`config.mk`:
```
export PLATFORM = sky130hd
export DESIGN_NAME = framebuffer_writer
export DESIGN_NICKNAME = d
export VERILOG_FILES = /design/src/rtl/rendering_pkg.sv /design/src/rtl/fb_addr_gen.sv /design/src/rtl/framebuffer_writer.sv
export SDC_FILE = /design/constraint.sdc
export NUM_CORES = 1
export LEC_CHECK = 0
export BUFFER_PORTS_ARGS = -buffer_cell sky130_fd_sc_hd__buf_2
export CORE_MARGIN = 2
export CORE_UTILIZATION = 30
export DETAILED_ROUTE_END_ITERATION = 16
export PLACE_DENSITY = 0.54
export SLEW_MARGIN = 20
export SYNTH_ARGS = -nofsm -noshare
export SYNTH_HDL_FRONTEND = slang
export SYNTH_SLANG_ARGS = --single-unit
```
`constraint.sdc`:
```
create_clock -name clk_in -period 2.5 [get_ports clk_in]
set_input_delay 0.25 -clock clk_in [delete_from_list [all_inputs] [get_ports clk_in]]
set_output_delay 0.25 -clock clk_in [all_outputs]
set_load 0.1 [all_outputs]
```
`src/rtl/rendering_pkg.sv`:
```
// Shared types for the rendering path.
//   DefWidth/DefHeight/DefColorW : default frame geometry and pixel colour width
//   fb_state_t                   : framebuffer writer states
//   pixel_t                      : one rasterizer pixel {hcount, vcount, color}
//   pix_in_frame()               : clip test against a frame size
package rendering_pkg;

  localparam int unsigned DefWidth  = 320;
  localparam int unsigned DefHeight = 180;
  localparam int unsigned DefColorW = 8;

  typedef enum logic [1:0] {
    DRAW,
    DRAIN,
    CLEAR
  } fb_state_t;

  typedef struct packed {
    logic [10:0]          hcount;
    logic [9:0]           vcount;
    logic [DefColorW-1:0] color;
  } pixel_t;

  function automatic logic pix_in_frame(input pixel_t p, input int unsigned w,
                                        input int unsigned h);
    return (32'(p.hcount) < w) && (32'(p.vcount) < h);
  endfunction

endpackage

```
`src/rtl/fb_addr_gen.sv`:
```
// Clip check plus 2-stage linear address pipeline.
//   clk_in, rst_in : clock, synchronous active-low reset
//   take_in        : pixel accepted this cycle
//   pixel_in       : accepted pixel
//   clipped        : pixel lies outside the frame (combinational)
//   s1_valid       : stage 1 holds a pixel
//   wr_valid       : stage 2 holds a write (addr/data valid)
//   wr_addr        : linear address vcount*WIDTH + hcount
//   wr_data        : pixel colour
module fb_addr_gen
  import rendering_pkg::*;
#(
  parameter int unsigned WIDTH  = DefWidth,
  parameter int unsigned HEIGHT = DefHeight,
  parameter int unsigned ADDR_W = $clog2(WIDTH * HEIGHT)
) (
  input  logic                 clk_in,
  input  logic                 rst_in,
  input  logic                 take_in,
  input  pixel_t               pixel_in,
  output logic                 clipped,
  output logic                 s1_valid,
  output logic                 wr_valid,
  output logic [ADDR_W-1:0]    wr_addr,
  output logic [DefColorW-1:0] wr_data
);

  localparam logic [ADDR_W-1:0] WidthA = ADDR_W'(WIDTH);

  logic                 s1_valid_q;
  logic [ADDR_W-1:0]    s1_row_q, s1_col_q;
  logic [DefColorW-1:0] s1_color_q;
  logic                 s2_valid_q;
  logic [ADDR_W-1:0]    s2_addr_q;
  logic [DefColorW-1:0] s2_color_q;

  assign clipped = !pix_in_frame(pixel_in, WIDTH, HEIGHT);

  always_ff @(posedge clk_in) begin
    if (!rst_in) begin
      s1_valid_q <= 1'b0;
      s1_row_q   <= '0;
      s1_col_q   <= '0;
      s1_color_q <= '0;
      s2_valid_q <= 1'b0;
      s2_addr_q  <= '0;
      s2_color_q <= '0;
    end else begin
      s1_valid_q <= take_in && !clipped;
      // Product cannot overflow once vcount has passed the clip check.
      s1_row_q   <= ADDR_W'(pixel_in.vcount) * WidthA;
      s1_col_q   <= ADDR_W'(pixel_in.hcount);
      s1_color_q <= pixel_in.color;
      s2_valid_q <= s1_valid_q;
      s2_addr_q  <= s1_row_q + s1_col_q;
      s2_color_q <= s1_color_q;
    end
  end

  assign s1_valid = s1_valid_q;
  assign wr_valid = s2_valid_q;
  assign wr_addr  = s2_addr_q;
  assign wr_data  = s2_color_q;

endmodule

```
`src/rtl/framebuffer_writer.sv`:
```
// Pixel-stream sink: clips rasterizer pixels, writes them to the framebuffer BRAM and performs
// whole-frame clears on request.
// Optional feature macro: DOUBLE_BUFFER_EN (two banks, bank swap via swap_in).
// Ports:
//   clk_in, rst_in         : clock, synchronous active-low reset
//   hcount_in, vcount_in   : pixel coordinates
//   pixel_valid_in         : pixel offered this cycle
//   color_in               : pixel colour
//   ready_out              : pixels accepted this cycle
//   clear_in               : pulse, fill frame with clear_color_in
//   clear_color_in         : fill colour
//   busy_out               : draining or clearing
//   bram_addr_out/data/we  : BRAM write port (addr MSB = write bank with DOUBLE_BUFFER_EN)
//   dropped_count_out      : saturating count of lost pixels
//   bank_sel_out           : display bank
//   swap_in                : bank swap request
module framebuffer_writer
  import rendering_pkg::*;
#(
  parameter int unsigned WIDTH   = DefWidth,
  parameter int unsigned HEIGHT  = DefHeight,
  parameter int unsigned COLOR_W = DefColorW,
  parameter int unsigned ADDR_W  = $clog2(WIDTH * HEIGHT)
) (
  input  logic               clk_in,
  input  logic               rst_in,
  input  logic [10:0]        hcount_in,
  input  logic [9:0]         vcount_in,
  input  logic               pixel_valid_in,
  input  logic [COLOR_W-1:0] color_in,
  output logic               ready_out,
  input  logic               clear_in,
  input  logic [COLOR_W-1:0] clear_color_in,
  output logic               busy_out,
`ifdef DOUBLE_BUFFER_EN
  output logic [ADDR_W:0]    bram_addr_out,
`else
  output logic [ADDR_W-1:0]  bram_addr_out,
`endif
  output logic [COLOR_W-1:0] bram_data_out,
  output logic               bram_we_out,
  output logic [15:0]        dropped_count_out,
  output logic               bank_sel_out,
  input  logic               swap_in
);

  localparam logic [ADDR_W-1:0] LastAddr = ADDR_W'(WIDTH * HEIGHT - 1);

  fb_state_t            state_q, state_d;
  logic [ADDR_W-1:0]    clr_addr_q, clr_addr_d;
  logic [COLOR_W-1:0]   clr_color_q, clr_color_d;
  logic [15:0]          drop_q;
  logic                 take, clipped, s1_valid, wr_valid;
  logic [ADDR_W-1:0]    wr_addr, lin_addr;
  logic [DefColorW-1:0] wr_data;
  logic                 swap_req, swap_pend_q, do_swap, bank_q;
  pixel_t               pixel;

  assign pixel = '{hcount: hcount_in, vcount: vcount_in, color: color_in};

`ifdef DOUBLE_BUFFER_EN
  assign swap_req = swap_in || swap_pend_q;
  // A swap requested together with a clear is carried into DRAIN so it lands before the sweep.
  assign do_swap  = !s1_valid && (((state_q == DRAW) && swap_req) ||
                                  ((state_q == DRAIN) && swap_pend_q));
`else
  logic unused_swap;
  assign unused_swap = swap_in;
  assign swap_req    = 1'b0;
  assign do_swap     = 1'b0;
`endif

  assign ready_out = (state_q == DRAW) && !swap_req;
  assign busy_out  = (state_q == DRAIN) || (state_q == CLEAR);
  assign take      = pixel_valid_in && ready_out;

  fb_addr_gen #(
    .WIDTH  (WIDTH),
    .HEIGHT (HEIGHT),
    .ADDR_W (ADDR_W)
  ) u_addr_gen (
    .clk_in   (clk_in),
    .rst_in   (rst_in),
    .take_in  (take),
    .pixel_in (pixel),
    .clipped  (clipped),
    .s1_valid (s1_valid),
    .wr_valid (wr_valid),
    .wr_addr  (wr_addr),
    .wr_data  (wr_data)
  );

  always_comb begin
    state_d     = state_q;
    clr_addr_d  = clr_addr_q;
    clr_color_d = clr_color_q;
    unique case (state_q)
      DRAW: begin
        if (clear_in) begin
          clr_color_d = clear_color_in;
          clr_addr_d  = '0;
          // Stage 2 retires this cycle, so only newer pixels require a drain.
          state_d     = (take || s1_valid) ? DRAIN : CLEAR;
        end
      end
      DRAIN: begin
        if (!s1_valid) state_d = CLEAR;
      end
      CLEAR: begin
        clr_addr_d = clr_addr_q + 1'b1;
        if (clr_addr_q == LastAddr) begin
          clr_addr_d = '0;
          state_d    = DRAW;
        end
      end
      default: state_d = DRAW;
    endcase
  end

  always_ff @(posedge clk_in) begin
    if (!rst_in) begin
      state_q     <= DRAW;
      clr_addr_q  <= '0;
      clr_color_q <= '0;
      drop_q      <= '0;
      swap_pend_q <= 1'b0;
      bank_q      <= 1'b0;
    end else begin
      state_q     <= state_d;
      clr_addr_q  <= clr_addr_d;
      clr_color_q <= clr_color_d;
      if (((pixel_valid_in && !ready_out) || (take && clipped)) && (drop_q != 16'hFFFF)) begin
        drop_q <= drop_q + 16'd1;
      end
      swap_pend_q <= swap_req && !do_swap;
      if (do_swap) bank_q <= !bank_q;
    end
  end

  always_comb begin
    bram_we_out   = wr_valid || (state_q == CLEAR);
    lin_addr      = (state_q == CLEAR) ? clr_addr_q : wr_addr;
    bram_data_out = (state_q == CLEAR) ? clr_color_q : COLOR_W'(wr_data);
  end

`ifdef DOUBLE_BUFFER_EN
  assign bram_addr_out = {!bank_q, lin_addr};
`else
  assign bram_addr_out = lin_addr;
`endif

  assign bank_sel_out      = bank_q;
  assign dropped_count_out = drop_q;

endmodule

```
==> results_dict.tcl, run 1 <==
set metrics [dict create \
    status "complete, no violations" \
    dr.pass1.iters 4 \
    yosys-top-cells-area "dfxtp_1, mux2_2, ha_1" \
    holdPathStages 2 \
    cp-start-kind "flop" \
    drv_slew 0 \
    finClkSkew_ps 6.21 \
    clockRootBuffer "clkbuf_16" \
    hp-class "in -> reg" \
    die_y_um 127 \
    final_layout_size_suffix_gt1_share_pct 24.9 \
    cap_violations 0 \
    critical_path.startpoint "state_q[0]" \
    synthArstFlopShare_pct 0 \
    power_density_nw_per_um2 890 \
    max_freq_mhz 433 \
    yosysTopAreaCellShare_pct 42.9 \
    drc 0 \
    rr_endpoint "u_addr_gen.wr_addr[14]" \
    antenna_found_initial 1 \
    crit_path_max_incr_delay_ps 410 \
    dp_hpwl_um 7450 \
    post-route-period-util_pct 92.3 \
    synth-seq-area-share_pct 42.9 \
    ctsResizeCount 0 \
    synth_area_sq_um 4530 \
    initial_core_util_pct 30.9 \
    min_from "color_in[2]" \
    final_cells 752 \
    synth_top_area_cell "dfxtp_1" \
    core_area_sq_um 14600 \
    worstPathBufferInverterCount 3 \
    ys.flop_type "dfxtp_1" \
    cpMaxStageDelayCell "mux2_2" \
    clock_path_buffers 2 \
    setup_viol 0 \
    post-cts-setup-buffers 0 \
    total_leakage_power_uw 0.00236 \
    syn_inst 483 \
    io-pin-count 86 \
    ys_ff_latch 97 \
    dp.cells 735 \
    io_buffers 83 \
    worstPathMaxFanout 17 \
    worst-r2r-cell-count 8 \
    cp_data_required_time_ps 2250 \
    grt_pass1_wl_um 17600 \
    cts_hold_buf 0 \
    cts.sinks 97 \
    grt_max_degree 69 \
    cp.arrival_ps 2060 \
    fin_crit_ps 2310 \
    grt.overflow.total 0 \
    yosysWarnings 0 \
    die_area_sq_um 16100 \
    drtAntennaViolNets 0 \
    end_kind "output port" \
    crit_family "buffers and inverters" \
    tightestPinTransition_ps 649 \
    fin_ws_ps 192 \
    wl_um 10200 \
    viasPerCell 4.85 \
    grt_usage_pct 13.4 \
    crit_chain "inv_1, ha_1, buf_4, mux2_2, buf_12" \
    grt_pass1_vias 3677 \
    avgSynthCellArea_sq_um 9.37 \
    die_w_um 127 \
    num_vias 3648 \
    drt_iter0_drc 150 \
    rsz0062_at_grt "no" \
    rows 44 \
    numCtsBuffers 9 \
    p_total_uw 5230 \
    path_class "reg -> out" \
    syn-num-nets 550 \
    htreeDepth 3 \
    min_to "u_addr_gen.s1_color_q[2]" \
    regToRegSetupSlack_ps 300 \
    cts_tree "built" \
    wl_per_cell_um 13.6 \
    nets 629 \
    finalSetupTns_ps 0 \
    holdWs_ps 110 \
    slew_headroom_pct 56.3 \
    gp_congestion 0.800 \
    synth_cell_type_count 53 \
    hold_viol 0 \
    path_clk_slew_ps 70 \
    synth_enable_flop_cells 0 \
    area_delta_synth_final_pct 29.9 \
    timing.rr.start "u_addr_gen.s1_row_q[6]" \
    clock_latency_ps 340 \
    ir_drop_mv 0.512 \
    dp_worst_setup_slack_ps 320 \
]
==> flip-flops by register name, summed over array words and instances, names as in the netlist, 2 cells and up <==
signal,cells
clr_color_q,8
u_addr_gen.wr_addr,16
u_addr_gen.s1_color_q,8
u_addr_gen.s1_col_q,11
u_addr_gen.s1_row_q,10
u_addr_gen.wr_data,8
state_q,2
dropped_count_out,16
clr_addr_q,16
==> how the worst max path moves through the flow <==
stage                      endpoint  slack, ps  depth (start not counted)
2_1_floorplan  dropped_count_out[3]         10                          6
3_3_place_gp          clr_addr_q[6]        350                          4
3_5_place_dp          clr_addr_q[3]        320                          4
4_1_cts            bram_addr_out[7]        160                          5
5_1_grt            bram_addr_out[7]         70                          5
6_report           bram_addr_out[7]        190                          5
==> kinds of logic after synthesis <==
| family | share of synthesized area [%] |
|---|---|
| flops | 42.9 |
| compound gates | 9.51 |
| buf+inv | 3.43 |
| mux | 8.90 |
| xor+xnor | 3.48 |
| other cells | 0.0828 |
| fa+ha+maj | 7.24 |
| simple gates | 24.5 |
==> layer usage <==
metal	vias up	routed length, um	GRT usage [%]
li1	1861	-	-
met1	1702	4400	16.1
met2	74	5050	22.8
met3	11	570	4.56
met4	0	187	4.20
met5	-	0	0
==> cells in the final DEF, fill, tap and decap left out, types with 3 or more instances in the layout <==
cell,instances
a211oi_1,6
a21oi_1,19
and2_1,41
and3_1,5
and4_1,3
buf_12,25
buf_2,58
buf_4,7
bufinv_16,4
clkbuf_16,9
dfxtp_1,94
dfxtp_2,3
ha_1,22
inv_1,15
mux2_2,26
mux2i_1,11
nand2_1,38
nand2b_1,9
nand3_1,20
nand4_1,13
nand4b_1,3
nor2_1,32
nor3_1,8
nor3b_1,3
nor4_1,9
o2111ai_1,3
o21ai_0,16
o31ai_1,3
or3_1,5
or4_1,5
xnor2_1,9
xor2_1,9
==> stage by stage <==
stage	utilization (%)	instance area, sq um
final	40.2	5880
after CTS	40.1	5880
after global placement	37.6	5510
after floorplan	-	4530
after global routing	40.1	5880
after detailed placement	37.6	5510
==> power by group <==
part,internal (uW),leakage [uW],switching [uW]
clock,1080,0.000181,582
sequential,1650,0.000798,57.8
combinational,643,0.00138,1220
==> Yosys cell counts (all sizes together) (11+ instances only) <==
cell type / instances
a21oi: 19
and2: 41
clkbuf: 14
dfxtp: 97
ha: 23
inv: 15
mux2: 26
mux2i: 11
nand2: 38
nand3: 20
nand4: 13
nor2: 32
o21ai: 17
==> final cells by class <==
class	count	area (sq um)
Timing Repair Buffer	90	843
Tap cell	184	230
Sequential cell	97	1950
Fill cell	1456	8760
Clock buffer	9	225
Clock inverter	7	141
Multi-Input combinational cell	348	2430
Antenna cell	1	2.50
Inverter	16	60.1
Power figures use the tool's default switching activity.
==> run 2, diff against run 1 <==
Settings changed: CORE_ASPECT_RATIO from default to 1.4, MAX_ROUTING_LAYER from default to met4, PLACE_DENSITY 0.54 to 0.57.
==> run 2 against run 1 <==
Effect of this change: register-to-register slack gained 20 ps; count of clock-buffer cells in the layout is the same; first-iteration DRC count shrank 29%; fmax grew 6.0%; sequential power is essentially flat; critical path depth shrank 1; sequential share of layout area grew 0.38 points; final area shrank 1.1%; largest cell class unchanged; largest power group unchanged.
==> results_dict.tcl, run 2 (same netlist as run 1, synthesis figures left out) <==
set metrics [dict create \
    status "complete, no violations" \
    num_vias 3733 \
    dpl_cell_area_sq_um 5520 \
    gp_congestion 0.858 \
    nets 629 \
    antenna_found_initial 0 \
    slew_headroom_pct 60.2 \
    drtAntennaViolNets 0 \
    setup_viol 0 \
    io_buffers 83 \
    cp_data_required_time_ps 2710 \
    num_antenna_cells 0 \
    path_clk_slew_ps 70 \
    cp-start-kind "flop" \
    hold_viol 0 \
    rows 53 \
    die_w_um 108 \
    layout_common_cells "dfxtp_1, buf_2, and2_1" \
    grt.overflow.total 0 \
    grt_max_degree 69 \
    power_density_nw_per_um2 839 \
    cts.sinks 97 \
    numCtsBuffers 9 \
    end_kind "flop" \
    grt_pass1_vias 3677 \
    wl_um 10200 \
    fin_crit_ps 2180 \
    cts_hold_buf 0 \
    path_class "reg -> reg" \
    htreeDepth 3 \
    total_leakage_power_uw 0.00231 \
    worstPathMaxFanout 13 \
    dr.pass1.iters 4 \
    clock_latency_ps 340 \
    core_area_sq_um 14900 \
    drt_iter0_drc 107 \
    stdcell_area_sq_um 5810 \
    finalSetupTns_ps 0 \
    max_freq_mhz 459 \
    cp.arrival_ps 2390 \
    layout_commonest_cell "dfxtp_1" \
    cap_violations 0 \
    die_y_um 149 \
    ctsResizeCount 0 \
    grt_pass1_wl_um 17100 \
    post-cts-setup-buffers 0 \
    post-route-period-util_pct 87.1 \
    dp_hpwl_um 7690 \
    initial_core_util_pct 30.3 \
    hp-class "in -> reg" \
    rsz0062_at_grt "no" \
    ir_drop_mv 0.506 \
    wl_per_cell_um 13.5 \
    grt_usage_pct 13.6 \
    drv_slew 0 \
    viasPerCell 4.92 \
    area_delta_synth_final_pct 28.4 \
    final_layout_size_suffix_gt1_share_pct 24.9 \
    finClkSkew_ps 5.69 \
    p_total_uw 4880 \
    tightestPinTransition_ps 597 \
    drc 0 \
    cts_tree "built" \
    clock_path_buffers 2 \
    io-pin-count 86 \
    clockRootBuffer "clkbuf_16" \
    die_area_sq_um 16100 \
]
## run 2: cell types whose count changed in the layout (fill, tap and decap cells not counted)
cell        before  now
clkinv_2         2    1
clkinvlp_4       0    1
diode_2          1    0
bufinv_16        4    0
clkinv_8         0    1
clkinv_4         0    2
inv_6            0    1
## run 2: cell type report
| type | count | area (sq um) |
|---|---|---|
| fill | 1501 | 9110 |
| multi-input combinational | 348 | 2430 |
| sequential | 97 | 1950 |
| timing repair buffer | 90 | 843 |
| tap | 192 | 240 |
| clock buffer | 9 | 225 |
| clock inverter | 7 | 66.3 |
| inverter | 16 | 60.1 |
## run 2: worst paths after layout
path	endpoint	slack, ps	cells past startpoint	start
setup / recovery	clr_addr_q[5]	320	4	clr_addr_q[8]
hold / removal	u_addr_gen.s1_color_q[0]	110	2	color_in[0]
hold reg to reg	u_addr_gen.wr_addr[3]	430	1	u_addr_gen.s1_col_q[3]
setup reg to reg	clr_addr_q[5]	320	4	clr_addr_q[8]
## run 2: per-layer routing
layer	vias to the layer above	share of wire, %	wire, um	GRT usage [%]
met3	16	4.5	461	3.32
li1	1855	-	-	-
met4	0	2.1	212	4.55
met1	1794	41	4180	15.0
met2	68	53	5380	23.9
met5	-	0	0	-
## run 2: power by group
| group | switching, uW | internal (uW) | leakage [uW] | total [uW] |
|---|---|---|---|---|
| logic | 1210 | 633 | 0.00138 | 1850 |
| registers | 54.3 | 1650 | 0.000798 | 1700 |
| clock network | 632 | 695 | 0.000141 | 1330 |
| total | 1900 | 2980 | 0.00231 | 4880 |
## run 2: stage by stage
step	std cells	hold slack, ps	utilization [%]	setup slack, ps
final	759	108	39.0	323
after global routing	759	97.8	39.0	128
after CTS	759	97.4	39.0	319
after detailed placement	743	420	37.0	322
after global placement	743	416	37.0	347
after floorplan	483	372	-	12.1
## run 2: critical path: stages (launching register included)
cell and delay [ps]:
dfxtp_1 360, or4b_1 560, o41a_4 530, o21ai_2 490, nor2_1 110
